File: src/rtl/hazard_ctrl.sv
// Pipeline hazard and stall controller: resolves data wait, load-use, fetch miss
// and taken branch each cycle, latches halt, runs a data-wait watchdog and counts stalls.
module hazard_ctrl #(
   parameter int MAX_WAIT = 64,
   parameter int CNT_W    = 32
) (
   input  logic             CLK,
   input  logic             RST,
   input  logic             ihit,
   input  logic             dhit,
   input  logic             dmem_req,
   input  logic             idex_memread,
   input  logic [4:0]       idex_rd,
   input  logic [4:0]       ifid_rs,
   input  logic [4:0]       ifid_rt,
   input  logic             branch_taken,
   input  logic             halt_memwb,
   output logic             pc_WEN,
   output logic             WEN,
   output logic             ifid_WEN,
   output logic             ifid_FLUSH,
   output logic             idex_bubble,
   output logic             halted,
   output logic             mem_timeout,
   output logic [CNT_W-1:0] stall_count
);

   localparam int WAIT_W = $clog2(MAX_WAIT + 1);

   typedef enum logic [1:0] {RUN, DWAIT, HALT} state_t;

   state_t            r_state;
   state_t            w_next;
   logic [WAIT_W-1:0] r_waitCnt;
   logic              r_memTimeout;
   logic [CNT_W-1:0]  r_stallCount;

   logic w_dstall;
   logic w_lu;
   logic w_pcWen;
   logic w_wen;
   logic w_ifidWen;
   logic w_ifidFlush;
   logic w_idexBubble;

   assign w_dstall = dmem_req & ~dhit;
   assign w_lu     = idex_memread & (idex_rd != 5'd0) &
                     ((idex_rd == ifid_rs) | (idex_rd == ifid_rt));

   always_ff @(posedge CLK or posedge RST) begin
      if (RST) begin
         r_state <= RUN;
      end else begin
         r_state <= w_next;
      end
   end

   // RUN and DWAIT share one priority chain; DWAIT only differs in how it is entered
   always_comb begin
      w_next       = r_state;
      w_pcWen      = 1'b0;
      w_wen        = 1'b0;
      w_ifidWen    = 1'b0;
      w_ifidFlush  = 1'b0;
      w_idexBubble = 1'b0;
      case (r_state)
         HALT: begin
            w_next = HALT;
         end
         default: begin
            if (halt_memwb) begin
               w_next = HALT;
            end else if (w_dstall) begin
               w_next = DWAIT;
            end else if (w_lu) begin
               w_next       = RUN;
               w_wen        = 1'b1;
               w_idexBubble = 1'b1;
            end else if (branch_taken) begin
               w_next      = RUN;
               w_pcWen     = 1'b1;
               w_wen       = 1'b1;
               w_ifidFlush = 1'b1;
            end else if (!ihit) begin
               w_next      = RUN;
               w_wen       = 1'b1;
               w_ifidFlush = 1'b1;
            end else begin
               w_next    = RUN;
               w_pcWen   = 1'b1;
               w_wen     = 1'b1;
               w_ifidWen = 1'b1;
            end
         end
      endcase
   end

   assign pc_WEN      = w_pcWen      & ~RST;
   assign WEN         = w_wen        & ~RST;
   assign ifid_WEN    = w_ifidWen    & ~RST;
   assign ifid_FLUSH  = w_ifidFlush  & ~RST;
   assign idex_bubble = w_idexBubble & ~RST;
   assign halted      = (r_state == HALT);
   assign mem_timeout = r_memTimeout;
   assign stall_count = r_stallCount;

   // Watchdog: length of the current unbroken data-stall run
   always_ff @(posedge CLK or posedge RST) begin
      if (RST) begin
         r_waitCnt    <= '0;
         r_memTimeout <= 1'b0;
      end else begin
         if (w_dstall) begin
            if (r_waitCnt != WAIT_W'(MAX_WAIT)) begin
               r_waitCnt <= r_waitCnt + 1'b1;
            end
            if (r_waitCnt == WAIT_W'(MAX_WAIT - 1)) begin
               r_memTimeout <= 1'b1;
            end
         end else begin
            r_waitCnt <= '0;
         end
      end
   end

   always_ff @(posedge CLK or posedge RST) begin
      if (RST) begin
         r_stallCount <= '0;
      end else if ((r_state != HALT) && !w_pcWen && (r_stallCount != {CNT_W{1'b1}})) begin
         r_stallCount <= r_stallCount + 1'b1;
      end
   end

endmodule

File: config.mk
export PLATFORM = sky130hd
export DESIGN_NAME = hazard_ctrl
export DESIGN_NICKNAME = d
export VERILOG_FILES = /design/src/rtl/hazard_ctrl.sv
export SDC_FILE = /design/constraint.sdc
export NUM_CORES = 1
export LEC_CHECK = 0
export BUFFER_PORTS_ARGS = -buffer_cell sky130_fd_sc_hd__buf_2
export CAP_MARGIN = 30
export CELL_PAD_IN_SITES_DETAIL_PLACEMENT = 0
export CELL_PAD_IN_SITES_GLOBAL_PLACEMENT = 1
export CORE_ASPECT_RATIO = 0.9
export CORE_MARGIN = 5
export CORE_UTILIZATION = 35
export CTS_CLUSTER_SIZE = 20
export DETAILED_ROUTE_END_ITERATION = 7
export GPL_TIMING_DRIVEN = 0
export PLACE_DENSITY_LB_ADDON = 0.1
export SYNTH_ARGS = -nofsm -noshare
export SYNTH_HDL_FRONTEND = slang
export SYNTH_SLANG_ARGS = --single-unit
File: constraint.sdc
create_clock -name CLK -period 1.9 [get_ports CLK]
set_clock_uncertainty 0.05 [all_clocks]
set_input_delay 0.19 -clock CLK [delete_from_list [all_inputs] [get_ports CLK]]
set_output_delay 0.19 -clock CLK [all_outputs]
set_load 0.01 [all_outputs]
==> flow_summary.ini, run 1 <==
[status]
status = finished, violations left
failed_checks = negative setup slack

[floorplan]
die_h_um = 85.1
core_area_um2 = 6110
dieWidth_um = 93.4
initial_core_util_pct = 35.9
pin_count = 62
core.rowCount = 27
fp.dieArea_um2 = 7950

[power_and_ir_drop]
vdd_ir_drop_max_mv = 0.305
leakagePower_nw = 1.60
total_power_mw = 1.70
power_density_nw_per_um2 = 530

[sta]
worst_pin_slew_ns = 0.507
finalCritPeriodShare_pct = 106
hold_viol = 0
finalSetupViolations = 6
slew_violations = 0
max_freq_mhz = 495
rsz0062_at_grt = true
max_slew_margin_pct = 66.2
period_needed_ns = 2.02
setup_ws_ns = -0.120

[grt]
antenna_found_initial = 0
grtUsageMet1_pct = 19.2
grt_max_degree = 27
grt.total_usage_pct = 13.9
grt_pass1_wl_um = 8840
grt_most_used_layer = met2
gr-usage-met3_pct = 3.37
met2_usage_pct = 21.9
grt_pass1_vias = 1853
overflow = 0

[critical_path]
critical_path_arrival_ns = 2.18
critPathCaptureType = register
crit_path_max_incr_delay_ns = 0.55
cp_cell_sequence = nand4_4 -> nor4_4 -> buf_4 -> nand3_2 -> or4b_4 -> nor2_4 -> xor2_1
cp_slowest_cell = or4b_4
r2r_setup_slack_ns = -0.12
required_ns = 2.06
r2r_cells = 7
rr_startpoint = stall_count[2]
crit_cells = 7
critPathBufInv = 1
r2r_end = stall_count[26]
critPathMaxFanout = 4
worst-setup-path-type = reg -> reg
startpoint_type = register
path_delay_family = simple AND/OR/NAND/NOR gates

[clock_tree]
clk_latency_ns = 0.29
cts-buffers-inserted = 5
path_clk_slew_ns = 0.08
cts_tree = yes
root_buffer = clkbuf_8
htree_levels = 2
clockBufferDepth = 2
cts.sinks = 42

[detailed_routing]
drc = 0
via_per_inst = 4.70
drt_wl_total_um = 5560
drt_iter0_drc = 53
dr.pass1.iters = 4
drt.antenna.violating_nets = 0
vias = 1897
wl_per_cell_um = 13.8

[finish]
diodes = 0
drive_gt1_share_pct = 47.6
register_area_um2 = 1060
syn_to_final_growth_pct = 46.1
final_nets = 342
fin_area_um2 = 3210
multi_input_area_um2 = 1280
utilization_pct = 52.4
fill_cells = 589

[logic_synthesis]
syn_avg_cell_area_um2 = 10.2
synth.distinct_cells = 39
yosysWarnings = 0
synth_seq_area_share_pct = 47.9
syn_inst = 214
synth-main-ff-cell = dfrtp_1
syn_area_um2 = 2190
ys_ff_latch = 42
synth-edff-count = 0
synth_nets = 240
async_flop_share_pct = 100

[min_path]
holdPathStages = 2
hold_end = r_state[1]
hold_start = halt_memwb
hold_path.class = in -> reg

[placed_design]
port_buffers = 61
dp_hpwl_um = 3750
dpl_cell_area_um2 = 2630
place_congestion = 0.714

[flow_run]
maxCapViolations = 0
## cell usage in the layout, fill, tap and decap left out, types with 3 or more instances in the layout
| master | count |
|---|---|
| ha_1 | 3 |
| xnor2_1 | 24 |
| nor2_1 | 17 |
| and2_4 | 3 |
| and3_1 | 7 |
| nand3_2 | 11 |
| buf_4 | 28 |
| nand3_1 | 10 |
| dfrtp_2 | 5 |
| nand4_1 | 10 |
| inv_1 | 4 |
| clkbuf_8 | 5 |
| clkbuf_1 | 3 |
| nor3_1 | 4 |
| buf_2 | 62 |
| nor3_2 | 3 |
| dfrtp_1 | 37 |
| buf_6 | 5 |
| nand2_1 | 11 |
| xor2_1 | 21 |
## cells by family (layout without fill, tap and decap cells)
group | Yosys count | in the layout | synth area share (%)
xor gates and xnor gates | 46 | 46 | 18.4
DFF | 42 | 42 | 47.9
adders and majority gates | 3 | 3 | 1.71
buffers and inverters | 10 | 113 | 1.88
muxes | 2 | 2 | 1.03
AOI/OAI and AO/OA | 8 | 8 | 2.51
and+or+nand+nor | 103 | 103 | 26.6
## routing by layer
metal / vias to the layer above / routed length [um]
met5: - / 0
met4: 0 / 51
met3: 7 / 223
met2: 33 / 2720
met1: 920 / 2560
li1: 937 / -
## worst max path at each step
stage,from,slack [ns],end
floorplan,stall_count[27],-0.10,stall_count[28]
global placement,stall_count[9],-0.27,stall_count[29]
detailed placement,stall_count[9],-0.27,stall_count[29]
CTS,stall_count[4],-0.12,stall_count[30]
global route,stall_count[5],-0.24,stall_count[30]
finish,stall_count[2],-0.12,stall_count[26]
## Yosys cell counts, types with 2 or more instances
library cell	count	area (um2)
mux2_2	2	22.5
a21oi_1	2	10.0
nor3b_1	2	15.0
nor2_2	3	18.8
buf_2	3	15.0
ha_1	3	37.5
and3_1	7	43.8
inv_1	5	18.8
dfrtp_1	42	1050
clkbuf_1	2	7.51
xnor2_1	25	219
and2_1	3	18.8
nor3_1	8	40.0
nand3_1	21	105
nand2_1	13	48.8
xor2_1	21	184
nand4_1	10	62.6
nor2_1	18	67.6
nand2b_1	4	25.0
## layout make-up
| type | instances | area share (%) |
|---|---|---|
| Tap cell | 87 | 3.40 |
| Clock inverter | 1 | 0.937 |
| Multi-Input combinational cell | 162 | 40.0 |
| Buffer | 5 | 1.13 |
| Clock buffer | 7 | 2.38 |
| Timing Repair Buffer | 95 | 18.5 |
| Sequential cell | 42 | 33.0 |
| Inverter | 5 | 0.585 |
## report_power, final
part | switching (mW) | total, mW | internal, mW
Sequential | 0.00439 | 0.901 | 0.896
Clock | 0.299 | 0.693 | 0.393
Combinational | 0.0603 | 0.106 | 0.0453
Total | 0.364 | 1.70 | 1.34
## repair_timing
item | in CTS | in global routing
gates cloned | 1 | 1
hold buffers | 1 | 0
setup buffers | 19 | 11
hold endpoints to repair | 16 | 0
pin swaps | 11 | 19
gates resized for setup | 18 | 37
setup endpoints to repair | 31 | 30
## flip-flops by register name, indices dropped and copies added, names as in the netlist
signal / count
stall_count: 32
r_waitCnt: 7
r_state: 2
mem_timeout: 1
## metrics by stage
stage | setup TNS [ns] | worst slack [ns] | hold slack (ns) | cells
after global placement | -4.70 | -0.269 | 0.383 | 362
after detailed placement | -4.28 | -0.268 | 0.161 | 363
after global routing | -2.87 | -0.238 | 0.0874 | 404
final | -0.393 | -0.120 | 0.0917 | 404
after CTS | -0.624 | -0.121 | 0.122 | 392
after floorplan | -0.380 | -0.104 | 0.295 | 214
No activity file was read; power rests on OpenSTA's default activity.
==> inputs of run 2 (changes only) <==
- CELL_PAD_IN_SITES_GLOBAL_PLACEMENT: 1 -> 2
- CORE_UTILIZATION: 35 -> 28
==> run 2 against run 1 <==
The flow still finishes with violations (negative setup slack). Worst setup slack got worse by 0.030 ns. Critical endpoint is now stall_count[24]. Sequential share of layout area up 1.3 points. Critical path depth unchanged. Die area rose by 22%. Power down 5.0%. Final area down 3.7%. Sequential power barely moved. Largest power group unchanged. Maximum frequency fell by 1.5%. Final cell count rose by 1.2%. Count of clock-buffer cells in the layout is the same. Sequential cell count is the same.
==> flow_summary.ini, run 2 (same netlist as run 1, synthesis figures left out) <==
[detailed_routing]
drt_iter0_drc = 52
drc = 0
wl_per_cell_um = 14.0
drt.antenna.violating_nets = 0
via_per_inst = 4.54
drt_wl_total_um = 5730
dr.pass1.iters = 4
vias = 1858

[status]
status = finished, violations left
failed_checks = negative setup slack

[floorplan]
pin_count = 62
fp.dieArea_um2 = 9710
dieWidth_um = 103
core.rowCount = 30
die_h_um = 94.0
core_area_um2 = 7580
initial_core_util_pct = 28.9

[placed_design]
port_buffers = 61
dp_hpwl_um = 4050
place_congestion = 0.721
dp_slack_ns = -0.361

[critical_path]
critPathMaxFanout = 4
critPathCaptureType = register
r2r_cells = 7
critical_path_arrival_ns = 2.18
startpoint_type = register
crit_path_max_incr_delay_ns = 0.60
cp_cell_sequence = and4_1 -> and3_4 -> nand4_1 -> nand3_2 -> or4b_4 -> buf_4 -> xnor2_2
worst-setup-path-type = reg -> reg
required_ns = 2.03
cp_slowest_cell = or4b_4

[clock_tree]
root_buffer = clkbuf_8
cts.sinks = 42
clk_latency_ns = 0.29
cts_tree = yes
cts-buffers-inserted = 5
path_clk_slew_ns = 0.08
htree_levels = 2
clockBufferDepth = 2

[sta]
slew_violations = 0
holdWs_ns = 0.198
max_slew_margin_pct = 64.7
finalSetupViolations = 12
setup_ws_ns = -0.150
finalCritPeriodShare_pct = 108
worst_pin_slew_ns = 0.530
period_needed_ns = 2.05
hold_viol = 0
max_freq_mhz = 488
rsz0062_at_grt = true

[finish]
mostFrequentLayoutCell = buf_2
drive_gt1_share_pct = 43.5
largest_reg_flops = 32
syn_to_final_growth_pct = 40.8
utilization_pct = 40.7
diodes = 0
final_cell_mix = buf_2, dfrtp_1, buf_4
final_nets = 338

[grt]
grt_max_degree = 37
grt.total_usage_pct = 12.3
grt_pass1_wl_um = 9490
antenna_found_initial = 0
grt_pass1_vias = 1968
overflow = 0

[min_path]
hold_path.class = in -> reg
holdPathStages = 3

[flow_run]
maxCapViolations = 0

[power_and_ir_drop]
total_power_mw = 1.61
leakagePower_nw = 1.56
power_density_nw_per_um2 = 523
vdd_ir_drop_max_mv = 0.250
-- run 2: routing by layer --
| metal | track usage [%] | part of all wire [%] | vias to the layer above |
|---|---|---|---|
| met5 | 0 | 0 | - |
| li1 | - | - | 926 |
| met1 | 16.7 | 46 | 901 |
| met4 | 2.70 | 0.61 | 0 |
| met3 | 2.97 | 3.8 | 5 |
| met2 | 19.8 | 49 | 26 |
-- run 2: layout make-up --
class / instances / area, um2
fill: 787 / 4490
tap: 96 / 120
clock inverter: 1 / 5.00
multi-input combinational: 162 / 1220
clock buffer: 7 / 86.3
inverter: 5 / 18.8
buffer: 4 / 27.5
timing repair buffer: 92 / 553
sequential: 42 / 1060
-- run 2: critical path, delay by kind of cell, from the launching register on --
family                 cells  cell delay (ns)
buffers and inverters      1             0.17
flip-flops                 1             0.39
XOR/XNOR                   1             0.11
AND/OR/NAND/NOR            5             1.22
-- run 2: final timing paths --
check                                       end  slack (ns)            start
worst max-delay path            stall_count[24]       -0.15  stall_count[25]
worst min-delay path                 r_state[1]        0.20       halt_memwb
worst max register to register  stall_count[24]       -0.15  stall_count[25]
worst min register to register      mem_timeout        0.41      mem_timeout
max in group asynchronous       stall_count[16]        1.02              RST
min in group asynchronous           mem_timeout        0.32              RST
-- run 2: report_power, final --
part           leakage [nW]  switching, mW  internal, mW
clock                0.0482          0.313         0.294
combinational         0.946         0.0614        0.0454
sequential            0.569        0.00453         0.896
-- run 2: metrics by stage --
| stage | area (um2) | cells | setup TNS (ns) |
|---|---|---|---|
| after detailed placement | 2640 | 372 | -5.75 |
| after global placement | 2620 | 371 | -8.38 |
| final | 3090 | 409 | -0.647 |
| after floorplan | 2200 | 214 | -0.380 |
| after global routing | 3090 | 409 | -3.93 |
| after CTS | 2920 | 396 | -1.12 |
-- run 2: repair_timing --
item | in CTS | in global routing
pin swaps | 12 | 15
gates cloned | 1 | 0
hold buffers | 1 | 0
resized for setup | 16 | 15
setup buffers | 15 | 13
endpoints found under the hold margin | 6 | 0
endpoints found under the setup margin | 31 | 32
